### src/rtl/bitstream_decoder.sv
// ---------------------------------------------------------------------------
// bitstream_decoder
//
// Purpose:
//    Converts the 1-bit stochastic stream from the bitstream averager back into
//    a binary count. Counts the ones over a window of 2**LOG2_WIN valid samples
//    and presents that count on o_result. o_done pulses for one cycle whenever
//    o_result is updated.
//
// Parameters:
//    LOG2_WIN     window length is 2**LOG2_WIN valid samples; o_result is
//                 LOG2_WIN+1 bits wide so the all-ones window fits exactly.
//
// Configuration macro:
//    BSD_CONTINUOUS_EN   when defined, the block stays in RUN after a window
//                        completes and immediately starts the next window.
//                        Only i_abort or i_rst return it to IDLE. When
//                        undefined, every window needs its own i_start
//                        pulse issued from IDLE.
//
// Ports:
//    i_clk        in   1            single clock, rising edge
//    i_rst        in   1            synchronous active-high reset
//    i_bit_in     in   1            stochastic sample
//    i_bit_valid  in   1            i_bit_in is counted only when 1
//    i_start      in   1            begin a window (honoured only in IDLE)
//    i_abort      in   1            cancel the current window; result unchanged
//    o_busy       out  1            1 while in RUN (registered)
//    o_done       out  1            one-cycle pulse when o_result is updated
//    o_result     out  LOG2_WIN+1   ones count of the last completed window
//
// The file also contains bitstream_decoder_chk, a simulation-only checker
// that the top level instantiates.
// ---------------------------------------------------------------------------

module bitstream_decoder #(
   parameter int unsigned LOG2_WIN = 8
) (
   input  logic                i_clk,
   input  logic                i_rst,
   input  logic                i_bit_in,
   input  logic                i_bit_valid,
   input  logic                i_start,
   input  logic                i_abort,
   output logic                o_busy,
   output logic                o_done,
   output logic [LOG2_WIN:0]   o_result
);

   typedef enum logic [0:0] {
      ST_IDLE = 1'b0,
      ST_RUN  = 1'b1
   } state_t;

   // Index of the last sample in a window and the counter increment.
   localparam logic [LOG2_WIN-1:0] SAMPLE_LAST = {LOG2_WIN{1'b1}};
   localparam logic [LOG2_WIN-1:0] SAMPLE_ONE  = LOG2_WIN'(1'b1);

   // State entered after a completed (non-aborted) window.
`ifdef BSD_CONTINUOUS_EN
   localparam state_t ST_AFTER_WIN = ST_RUN;
`else
   localparam state_t ST_AFTER_WIN = ST_IDLE;
`endif

   state_t                r_state;
   state_t                w_state_nxt;
   logic [LOG2_WIN-1:0]   r_sample_cnt;
   logic [LOG2_WIN-1:0]   w_sample_cnt_nxt;
   logic [LOG2_WIN:0]     r_ones_cnt;
   logic [LOG2_WIN:0]     w_ones_cnt_nxt;
   logic [LOG2_WIN:0]     r_result;
   logic [LOG2_WIN:0]     w_result_nxt;
   logic                  r_done;
   logic                  w_done_nxt;
   logic                  r_busy;
   logic                  w_busy_nxt;

   logic [LOG2_WIN:0]     w_bit_ext;
   logic [LOG2_WIN:0]     w_ones_inc;
   logic                  w_win_end;

   // Zero-extended sample and the running count including this sample.
   assign w_bit_ext  = {{LOG2_WIN{1'b0}}, i_bit_in};
   assign w_ones_inc = r_ones_cnt + w_bit_ext;

   // The final valid sample of the window is being presented this cycle.
   assign w_win_end  = (r_state == ST_RUN) && i_bit_valid &&
                       (r_sample_cnt == SAMPLE_LAST);

   // busy is registered from the next state, so it falls with done's rise.
   assign w_busy_nxt = (w_state_nxt == ST_RUN);

   // Next-state, counter and result logic.
   always_comb begin
      w_state_nxt      = r_state;
      w_sample_cnt_nxt = r_sample_cnt;
      w_ones_cnt_nxt   = r_ones_cnt;
      w_result_nxt     = r_result;
      w_done_nxt       = 1'b0;

      case (r_state)
         ST_IDLE: begin
            // abort beats start; the start-cycle sample is never counted.
            if (i_start && !i_abort) begin
               w_state_nxt      = ST_RUN;
               w_sample_cnt_nxt = {LOG2_WIN{1'b0}};
               w_ones_cnt_nxt   = {(LOG2_WIN+1){1'b0}};
            end else begin
               w_state_nxt      = ST_IDLE;
            end
         end

         ST_RUN: begin
            if (i_abort) begin
               // abort beats window end: no done, result left as it was.
               w_state_nxt      = ST_IDLE;
               w_sample_cnt_nxt = {LOG2_WIN{1'b0}};
               w_ones_cnt_nxt   = {(LOG2_WIN+1){1'b0}};
            end else if (w_win_end) begin
               // Final sample is folded straight into the published result.
               w_result_nxt     = w_ones_inc;
               w_done_nxt       = 1'b1;
               w_state_nxt      = ST_AFTER_WIN;
               w_sample_cnt_nxt = {LOG2_WIN{1'b0}};
               w_ones_cnt_nxt   = {(LOG2_WIN+1){1'b0}};
            end else if (i_bit_valid) begin
               w_sample_cnt_nxt = r_sample_cnt + SAMPLE_ONE;
               w_ones_cnt_nxt   = w_ones_inc;
            end else begin
               w_sample_cnt_nxt = r_sample_cnt;
               w_ones_cnt_nxt   = r_ones_cnt;
            end
         end

         default: begin
            w_state_nxt      = ST_IDLE;
            w_sample_cnt_nxt = {LOG2_WIN{1'b0}};
            w_ones_cnt_nxt   = {(LOG2_WIN+1){1'b0}};
         end
      endcase
   end

   // State, counter and output registers.
   always_ff @(posedge i_clk) begin
      if (i_rst) begin
         r_state      <= ST_IDLE;
         r_sample_cnt <= {LOG2_WIN{1'b0}};
         r_ones_cnt   <= {(LOG2_WIN+1){1'b0}};
         r_result     <= {(LOG2_WIN+1){1'b0}};
         r_done       <= 1'b0;
         r_busy       <= 1'b0;
      end else begin
         r_state      <= w_state_nxt;
         r_sample_cnt <= w_sample_cnt_nxt;
         r_ones_cnt   <= w_ones_cnt_nxt;
         r_result     <= w_result_nxt;
         r_done       <= w_done_nxt;
         r_busy       <= w_busy_nxt;
      end
   end

   assign o_busy   = r_busy;
   assign o_done   = r_done;
   assign o_result = r_result;

   bitstream_decoder_chk #(
      .LOG2_WIN (LOG2_WIN)
   ) u_chk (
      .i_clk    (i_clk),
      .i_rst    (i_rst),
      .i_busy   (r_busy),
      .i_done   (r_done),
      .i_result (r_result)
   );

endmodule

// ---------------------------------------------------------------------------
// bitstream_decoder_chk
//
// Purpose:
//    Simulation checker for bitstream_decoder output invariants: done is a
//    single-cycle pulse, result never exceeds the window length and, in
//    single-shot builds, busy is already low when done is high.
//
// Ports:
//    i_clk, i_rst  clock and synchronous reset of the checked block
//    i_busy        checked block's busy output
//    i_done        checked block's done output
//    i_result      checked block's result output
// ---------------------------------------------------------------------------

module bitstream_decoder_chk #(
   parameter int unsigned LOG2_WIN = 8
) (
   input  logic                i_clk,
   input  logic                i_rst,
   input  logic                i_busy,
   input  logic                i_done,
   input  logic [LOG2_WIN:0]   i_result
);

   localparam logic [LOG2_WIN:0] RESULT_MAX = {1'b1, {LOG2_WIN{1'b0}}};

   logic r_done_d;

   // Remembers the previous done value and checks the output invariants.
   always_ff @(posedge i_clk) begin
      if (i_rst) begin
         r_done_d <= 1'b0;
      end else begin
         r_done_d <= i_done;
         assert (!(r_done_d && i_done))
            else $error("bitstream_decoder_chk: done held for more than one cycle");
         assert (i_result <= RESULT_MAX)
            else $error("bitstream_decoder_chk: result above window length");
`ifndef BSD_CONTINUOUS_EN
         assert (!(i_done && i_busy))
            else $error("bitstream_decoder_chk: busy still high with done");
`endif
      end
   end

endmodule

### config.mk
export PLATFORM = sky130hd
export DESIGN_NAME = bitstream_decoder
export DESIGN_NICKNAME = d
export VERILOG_FILES = /design/src/rtl/bitstream_decoder.sv
export SDC_FILE = /design/constraint.sdc
export NUM_CORES = 1
export LEC_CHECK = 0
export CORE_MARGIN = 8
export CORE_UTILIZATION = 49
export DETAILED_ROUTE_END_ITERATION = 7
export HOLD_SLACK_MARGIN = 0.15
export PLACE_DENSITY = 0.74
export SETUP_SLACK_MARGIN = 0.4
export SYNTH_ARGS = -nofsm -noshare
export SYNTH_HDL_FRONTEND = slang
export SYNTH_HIERARCHICAL = 1
export SYNTH_SLANG_ARGS = --single-unit
### constraint.sdc
create_clock -name i_clk -period 1.6 [get_ports i_clk]
set_input_delay 0.32 -clock i_clk [delete_from_list [all_inputs] [get_ports i_clk]]
set_output_delay 0.32 -clock i_clk [all_outputs]
set_load 0.005 [all_outputs]
==> flow_summary.yaml, run 1 <==
sta:
  hold_viol_final: 0
  post-route-period-util: 0.950
  timing.setup.tns_ns: 0
  max_freq_ghz: 0.658
  finalSetupViolations: 0
  finClkSkew_ns: 0.00214
  post-route-min-period_ns: 1.52
  hold_slack_ns: 0.514
  worst_slew_pin_slew_ns: 0.293
  slew_viol_final: 0
  setup_ws_ns: 0.0802
  slew_headroom: 0.805
  rsz0062_at_grt: "true"
cts:
  cts_max_path_buffers: 2
  cts_root_buf: "clkbuf_4"
  clkSlewWorstSetupHoldPaths_ns: 0.17
  cts_tree: "built"
  ctsHoldBuffers: 0
  cts_sinks: 28
  numCtsBuffers: 3
  htreeDepth: 1
  insertion_delay_ns: 0.34
route:
  post_drt_wl_per_cell_um: 20.0
  first_iter_violations: 119
  routed_wl_mm: 5.01
  antenna_left: 0
  via_count: 1572
  drc: 0
  dr.pass1.iters: 4
  viasPerCell: 6.29
floorplanning:
  dieArea_um2: 4820
  start_util: 0.512
  ioPinCount: 17
  die_h_um: 69.5
  coreArea_um2: 2730
  die_w_um: 69.5
  placementRows: 19
power_and_ir_drop:
  powerDensity_nw_per_um2: 579
  p_clk_frac: 0.364
  power.leakage_nw: 0.875
  sw_frac_of_total: 0.239
  p_total_mw: 1.34
  p_comb_frac: 0.121
  p_sw_mw: 0.320
  p_seq_frac: 0.515
  vdd_drop_max_mv: 0.520
  p_int_mw: 1.02
finish:
  final_cell_mix: "buf_4 (32), buf_6 (17), nand2_1 (14), dfxtp_2 (14), buf_2 (10)"
  fin_util: 0.848
  stdcell_count: 250
  multi_input_area_um2: 1060
  final_cell_area_um2: 2320
  fillers: 139
  nets: 230
  drive_gt1_frac: 0.607
  final_common_cell: "buf_4"
  diodes: 0
  regArea_um2: 604
  synthToLayoutAreaGrowth_pct: 65.5
critical_path:
  r2r_cells: 5
  crit_type: "reg -> reg"
  crit_family: "simple AND/OR/NAND/NOR gates"
  worstPathCellList: "buf_4, nand3_4, or2_4, or4_1, a31oi_1"
  required_ns: 1.88
  critPathArrivalTime_ns: 1.80
  r2r_slack_ns: 0.08
  cpPeakStageDelay_ns: 0.42
  crit_path_top_delay_cell: "or4_1"
  regToRegEndpoint: "r_sample_cnt[7]"
  critPathLaunchType: "flip-flop"
  r2r_start: "r_sample_cnt[1]"
  cp.buffers_inverters: 1
  endpoint_kind: "flip-flop"
  worst-path-max-fanout: 3
global_route:
  grtUsageMet1: 0.222
  grt_max_degree: 23
  grt.met2_usage: 0.311
  grt_util_all_layers: 0.184
  gr-total-overflow: 0
  grt_pass1_vias: 1548
  antenna_found_initial: 0
  grt_first_pass_wirelength_mm: 7.53
  grtUsageMet3: 0.0372
  busiest_layer: "met2"
yosys:
  syn_nets: 165
  yosysWarnings: 6
  synth_edf_count: 0
  ys_seq_elements: 28
  avgSynthCellArea_um2: 9.03
  syn_inst: 155
  ys_types: 42
  yosysSeqAreaShare: 0.400
  synth_area_um2: 1400
  async_flop_share: 0
  synth_top_flop_cell: "dfxtp_1"
hold_path:
  worst_hold_path.endpoint: "o_result[1]"
  hp-class: "reg -> reg"
  min_path_cells: 2
  hold_start: "o_result[1]"
placement:
  routabilityCongestion: 0.817
  portBuffers: 16
  hpwl_mm: 2.55
  placed_area_um2: 1850
  dp_slack_ns: -0.248
  placed_cells: 217
job:
  maxCapViolCount: 0
run_status:
  outcome: "completed"
-- how the worst max path moves through the flow --
stage / from / endpoint / slack, ns / cells past startpoint
floorplan: r_sample_cnt[0] / o_result[8] / 0.30 / 6
global placement: i_bit_in / o_result[6] / -0.19 / 6
detailed placement: i_bit_in / r_ones_cnt[4] / -0.25 / 6
CTS: r_ones_cnt[0] / r_ones_cnt[4] / 0.19 / 5
global route: r_sample_cnt[1] / o_result[0] / 0.04 / 6
finish: r_sample_cnt[1] / r_sample_cnt[7] / 0.08 / 5
-- worst reg2reg max path, stage by stage, from the launching register on --
cell     delay [ns]
dfxtp_4        0.41
buf_4          0.13
nand3_4        0.08
or2_4          0.28
or4_1          0.42
a31oi_1        0.14
-- cell type report --
| cell class | instances | share of cell area |
|---|---|---|
| tap | 31 | 0.0167 |
| multi-input combinational | 119 | 0.458 |
| inverter | 3 | 0.00486 |
| clock inverter | 1 | 0.0130 |
| clock buffer | 3 | 0.00972 |
| sequential | 28 | 0.261 |
| timing repair buffer | 65 | 0.237 |
-- state kept, by name, summed over array words and instances, names as in the netlist --
register / count
o_done: 1
o_result: 9
o_busy: 1
r_sample_cnt: 8
r_ones_cnt: 9
-- logic make-up after synthesis --
logic type / Yosys count / share of synthesized area
compound gates: 42 / 0.207
mux: 3 / 0.0214
flops: 28 / 0.400
simple gates: 64 / 0.256
xor+xnor: 6 / 0.0375
fa+ha+maj: 4 / 0.0357
buf+inv: 8 / 0.0411
-- cells in the mapped netlist (all sizes together) (2+ instances only) --
master	instances	area [µm²]
o211ai	2	15.0
or3	3	18.8
a211oi	6	60.1
or4	3	22.5
xor2	2	17.5
nor2b	2	12.5
o21ai	10	50.1
dfxtp	28	561
nand4	2	18.8
nand2	14	52.6
ha	4	50.1
a31oi	4	31.3
nand3b	4	33.8
nor2	16	60.1
clkbuf	4	35.0
inv	3	11.3
a311oi	2	17.5
xnor2	4	35.0
mux2i	3	30.0
nand3	12	70.1
a21oi	12	60.1
-- repair_timing --
item | 4_1_cts | 5_1_grt
setup endpoints to repair | 38 | 29
resized for setup | 97 | 25
pin swaps | 23 | 18
buffers inserted | 19 | 9
cloned | 0 | 1
-- routing by layer --
layer  share of wire  up-vias  wire (µm)
met5               0        -          0
met4           0.026        0        129
met3           0.083       18        413
met2            0.51      100       2560
met1            0.38      754       1900
li1                -      700          -
-- power groups by stage --
stage / combinational [mW] / clock [mW] / sequential, mW
3_3_place_gp: 0.104 / 0 / 0.719
3_5_place_dp: 0.106 / 0 / 0.720
6_report: 0.162 / 0.488 / 0.691
5_1_grt: 0.170 / 0.517 / 0.692
4_1_cts: 0.134 / 0.484 / 0.692
2_1_floorplan: 0.0555 / 0 / 0.719
Note: power is estimated with default switching activity, not from simulation.
==> run 2, diff against run 1 <==
CTS_BUF_LIST = sky130_fd_sc_hd__clkbuf_8   (was default)
==> run 2 against run 1 <==
Flip-flop and latch count unchanged. Non-clock buffer count increased by 1. Worst setup slack improved by 0.0070 ns. Critical path depth is 2 lower. First-iteration DRC count is 12% higher. Count of clock-buffer cells in the layout unchanged. Via count increased by 3.9%. Final cell count rose by 0.40%. Routed wire length is 12% higher. Register-to-register slack about the same. Sequential power barely moved. Critical path type unchanged. Largest power group unchanged.
==> flow_summary.yaml, run 2 (same netlist as run 1, synthesis figures left out) <==
route:
  antenna_left: 0
  via_count: 1633
  post_drt_wl_per_cell_um: 22.4
  drc: 0
  dr.pass1.iters: 4
  first_iter_violations: 133
  routed_wl_mm: 5.62
  viasPerCell: 6.51
hold_path:
  min_path_cells: 2
  worst_hold_path.endpoint: "r_ones_cnt[8]"
  hp-class: "reg -> reg"
  hold_start: "r_ones_cnt[8]"
placement:
  placed_area_um2: 1850
  hpwl_mm: 2.55
  portBuffers: 16
  routabilityCongestion: 0.817
critical_path:
  required_ns: 1.79
  r2r_start: "r_ones_cnt[4]"
  worst-path-max-fanout: 6
  endpoint_kind: "flip-flop"
  r2r_slack_ns: 0.09
  regToRegEndpoint: "o_result[6]"
  r2r_cells: 3
  critPathArrivalTime_ns: 1.70
  crit_type: "reg -> reg"
  critPathLaunchType: "flip-flop"
power_and_ir_drop:
  power.leakage_nw: 0.887
  p_comb_frac: 0.127
  p_sw_mw: 0.340
  sw_frac_of_total: 0.234
  vdd_drop_max_mv: 0.519
  powerDensity_nw_per_um2: 608
  p_clk_frac: 0.399
  p_total_mw: 1.45
  p_seq_frac: 0.474
  p_int_mw: 1.11
cts:
  insertion_delay_ns: 0.29
  ctsHoldBuffers: 0
  clkSlewWorstSetupHoldPaths_ns: 0.11
  cts_max_path_buffers: 2
  htreeDepth: 1
  numCtsBuffers: 3
  cts_tree: "built"
  cts_sinks: 28
  cts_root_buf: "clkbuf_8"
finish:
  final_common_cell: "buf_4"
  diodes: 0
  final_cell_area_um2: 2390
  fin_util: 0.875
  final_cell_mix: "buf_4 (33), buf_6 (15), nand2_1 (14)"
  fillers: 124
  nets: 231
  drive_gt1_frac: 0.577
  synthToLayoutAreaGrowth_pct: 70.8
floorplanning:
  coreArea_um2: 2730
  die_h_um: 69.5
  ioPinCount: 17
  dieArea_um2: 4820
  placementRows: 19
  die_w_um: 69.5
  start_util: 0.512
sta:
  finClkSkew_ns: 0.0127
  timing.setup.tns_ns: 0
  post-route-period-util: 0.945
  finalSetupViolations: 0
  post-route-min-period_ns: 1.51
  max_freq_ghz: 0.661
  slew_viol_final: 0
  hold_slack_ns: 0.510
  rsz0062_at_grt: "true"
  slew_headroom: 0.732
  worst_slew_pin_slew_ns: 0.399
  hold_viol_final: 0
job:
  maxCapViolCount: 0
global_route:
  grt_util_all_layers: 0.197
  antenna_found_initial: 0
  grt_pass1_vias: 1579
  grt_first_pass_wirelength_mm: 7.94
  grt_max_degree: 23
  gr-total-overflow: 0
run_status:
  outcome: "completed"
==> run 2: repair_timing <==
| item | 4_1_cts | 5_1_grt |
|---|---|---|
| endpoints found under the setup margin | 39 | 38 |
| pin swaps | 26 | 11 |
| setup buffers | 22 | 7 |
| gates resized for setup | 74 | 28 |
| cloned | 1 | 0 |
==> run 2: metal layers <==
| metal | wire (µm) | track usage | share of wire | vias up |
|---|---|---|---|---|
| met3 | 293 | 0.0443 | 0.052 | 32 |
| met1 | 2200 | 0.211 | 0.39 | 804 |
| met4 | 257 | 0.103 | 0.046 | 0 |
| li1 | - | - | - | 709 |
| met5 | 0 | 0 | 0 | - |
| met2 | 2870 | 0.351 | 0.51 | 88 |
==> run 2: worst max path at each step <==
| stage | cells past startpoint | end | start | slack [ns] |
|---|---|---|---|---|
| 2_1_floorplan | 6 | o_result[8] | r_sample_cnt[0] | 0.30 |
| 3_5_place_dp | 6 | r_ones_cnt[4] | i_bit_in | -0.25 |
| 5_1_grt | 3 | o_result[6] | r_ones_cnt[4] | 0.008 |
| 4_1_cts | 6 | o_result[0] | r_sample_cnt[0] | 0.16 |
| 3_3_place_gp | 6 | o_result[6] | i_bit_in | -0.19 |
| 6_report | 3 | o_result[6] | r_ones_cnt[4] | 0.09 |
==> run 2: cell type report <==
type | instances | area [µm²] | share of cell area
Sequential cell | 28 | 606 | 0.253
Multi-Input combinational cell | 119 | 1060 | 0.445
Timing Repair Buffer | 66 | 601 | 0.251
Tap cell | 31 | 38.8 | 0.0162
Inverter | 3 | 11.3 | 0.00471
Clock buffer | 3 | 41.3 | 0.0173
Clock inverter | 1 | 30.0 | 0.0126
==> run 2: power groups by stage <==
| stage | logic, mW | registers [mW] | clock network [mW] |
|---|---|---|---|
| 2_1_floorplan | 0.0555 | 0.719 | 0 |
| 3_3_place_gp | 0.104 | 0.719 | 0 |
| 3_5_place_dp | 0.106 | 0.720 | 0 |
| 4_1_cts | 0.166 | 0.690 | 0.572 |
| 5_1_grt | 0.192 | 0.689 | 0.612 |
| 6_report | 0.184 | 0.689 | 0.579 |
==> run 2: stage by stage <==
step / cells / setup slack [ns]
2_1_floorplan: 155 / 0.302
3_3_place_gp: 217 / -0.193
3_5_place_dp: 217 / -0.248
4_1_cts: 244 / 0.157
5_1_grt: 251 / 0.00776
6_report: 251 / 0.0872
==> run 2: worst max-delay path, cell delays in order (launching register included) <==
cell and delay, ns:
dfxtp_1 0.52, nand3_1 0.19, or3_1 0.43, a311oi_1 0.27
==> run 3, diff against run 2 <==
MAX_ROUTING_LAYER = met4   (was default)
==> run 3 against run 2 <==
Global-route usage increased by 0.54 points. Combinational power about the same. Flip-flop and latch count unchanged. Final area rose by 0.21%. First-iteration DRC count increased by 95%. Largest cell class unchanged. Highest routed layer unchanged.
==> flow_summary.yaml, run 3 (same netlist as run 1, synthesis figures left out) <==
power_and_ir_drop:
  powerDensity_nw_per_um2: 604
  vdd_drop_max_mv: 0.509
  power.leakage_nw: 0.887
critical_path:
  r2r_cells: 3
  cp.buffers_inverters: 0
  cp-startpoint: "r_ones_cnt[4]"
  worstPathCellList: "nand3_1, or3_1, a311oi_1"
  worst-path-max-fanout: 6
  crit_type: "reg -> reg"
  critPathLaunchType: "flip-flop"
  cpPeakStageDelay_ns: 0.52
  regToRegEndpoint: "o_result[6]"
  crit_family: "simple AND/OR/NAND/NOR gates"
  r2r_start: "r_ones_cnt[4]"
  r2r_slack_ns: 0.1
  crit_path_top_delay_cell: "dfxtp_1"
  critPathArrivalTime_ns: 1.69
  required_ns: 1.79
  endpoint_kind: "flip-flop"
cts:
  cts_sinks: 28
  numCtsBuffers: 3
  cts_tree: "built"
  clkSlewWorstSetupHoldPaths_ns: 0.11
  cts_root_buf: "clkbuf_8"
  htreeDepth: 1
  insertion_delay_ns: 0.28
  cts_max_path_buffers: 2
placement:
  portBuffers: 16
  hpwl_mm: 2.55
  dp_slack_ns: -0.248
  routabilityCongestion: 0.830
  placed_cells: 217
finish:
  nets: 231
  regArea_um2: 606
  fin_util: 0.876
  drive_gt1_frac: 0.573
  final_common_cell: "buf_4"
  multi_input_area_um2: 1060
  fillers: 118
  stdcell_count: 251
  final_cell_mix: "buf_4 (33), buf_6 (15), nand2_1 (14)"
  diodes: 0
  synthToLayoutAreaGrowth_pct: 71.1
sta:
  finClkSkew_ns: 0.00855
  hold_viol_final: 0
  post-route-period-util: 0.940
  worst_slew_pin_slew_ns: 0.379
  max_freq_ghz: 0.665
  slew_headroom: 0.746
  post-route-min-period_ns: 1.50
  setup_ws_ns: 0.0959
  slew_viol_final: 0
  rsz0062_at_grt: "true"
  finalSetupViolations: 0
global_route:
  gr-total-overflow: 0
  grt_util_all_layers: 0.203
  antenna_found_initial: 0
  grt_max_degree: 23
  grt_pass1_vias: 1577
  grt_first_pass_wirelength_mm: 7.96
floorplanning:
  ioPinCount: 17
  start_util: 0.512
  die_h_um: 69.5
  dieArea_um2: 4820
  die_w_um: 69.5
  placementRows: 19
  coreArea_um2: 2730
route:
  routed_wl_mm: 5.54
  first_iter_violations: 260
  viasPerCell: 6.45
  dr.pass1.iters: 6
  post_drt_wl_per_cell_um: 22.1
  drc: 0
  antenna_left: 0
  via_count: 1618
hold_path:
  min_path_cells: 2
  hp-class: "reg -> reg"
  worst_hold_path.endpoint: "o_result[2]"
  hold_start: "o_result[2]"
run_status:
  outcome: "completed"
job:
  maxCapViolCount: 0
==> run 3: cell count changes in the layout (fill, tap and decap cells not counted) <==
cell | previous run | this run
clkbuf_2 | 2 | 1
clkdlybuf4s15_1 | 8 | 9
==> run 3: worst max-delay path by stage <==
stage / end / slack (ns) / cells past startpoint
2_1_floorplan: o_result[8] / 0.30 / 6
3_3_place_gp: o_result[6] / -0.19 / 6
3_5_place_dp: r_ones_cnt[4] / -0.25 / 6
4_1_cts: o_result[0] / 0.16 / 6
5_1_grt: o_result[1] / 0.04 / 6
6_report: o_result[6] / 0.1 / 3
==> run 3: through the flow <==
stage	area (µm²)	setup TNS (ns)	hold slack (ns)	power (mW)
6_report	2400	0	0.525	1.45
5_1_grt	2400	0	0.540	1.49
4_1_cts	2280	0	0.495	1.43
3_5_place_dp	1850	-4.96	0.482	0.826
3_3_place_gp	1850	-3.82	0.475	0.824
2_1_floorplan	1530	0	0.399	0.774
==> run 3: what timing repair did <==
| action | in CTS | in global routing |
|---|---|---|
| setup endpoints to repair | 39 | 38 |
| hold buffers | 0 | 0 |
| setup buffers | 22 | 7 |
| gates cloned | 1 | 0 |
| resized for setup | 74 | 27 |
| pin swaps | 26 | 11 |
==> run 3: per-layer routing <==
layer  vias to the layer above  track usage  part of all wire  routed length (µm)
li1                        702            -                 -                   -
met1                       804        0.216              0.39                2150
met2                        90        0.349              0.51                2820
met3                        22       0.0386             0.064                 354
met4                         0        0.103             0.041                 226
met5                         -            -                 0                   0
==> run 3: area by class of cell <==
class | instances | area share
clock buffer | 3 | 0.0172
sequential | 28 | 0.253
timing repair buffer | 66 | 0.253
tap | 31 | 0.0162
clock inverter | 1 | 0.0125
inverter | 3 | 0.00470
multi-input combinational | 119 | 0.444
==> run 3: report_power, final <==
group | total [mW] | switching, mW | internal, mW
Sequential | 0.689 | 0.00258 | 0.686
Clock | 0.575 | 0.240 | 0.336
Combinational | 0.183 | 0.0930 | 0.0902
==> run 3: worst register-to-register path: cells and delay by family (launching register included) <==
family / cells / cell delay (ns)
and+or+nand+nor: 2 / 0.63
DFF: 1 / 0.52
AOI/OAI and AO/OA: 1 / 0.25
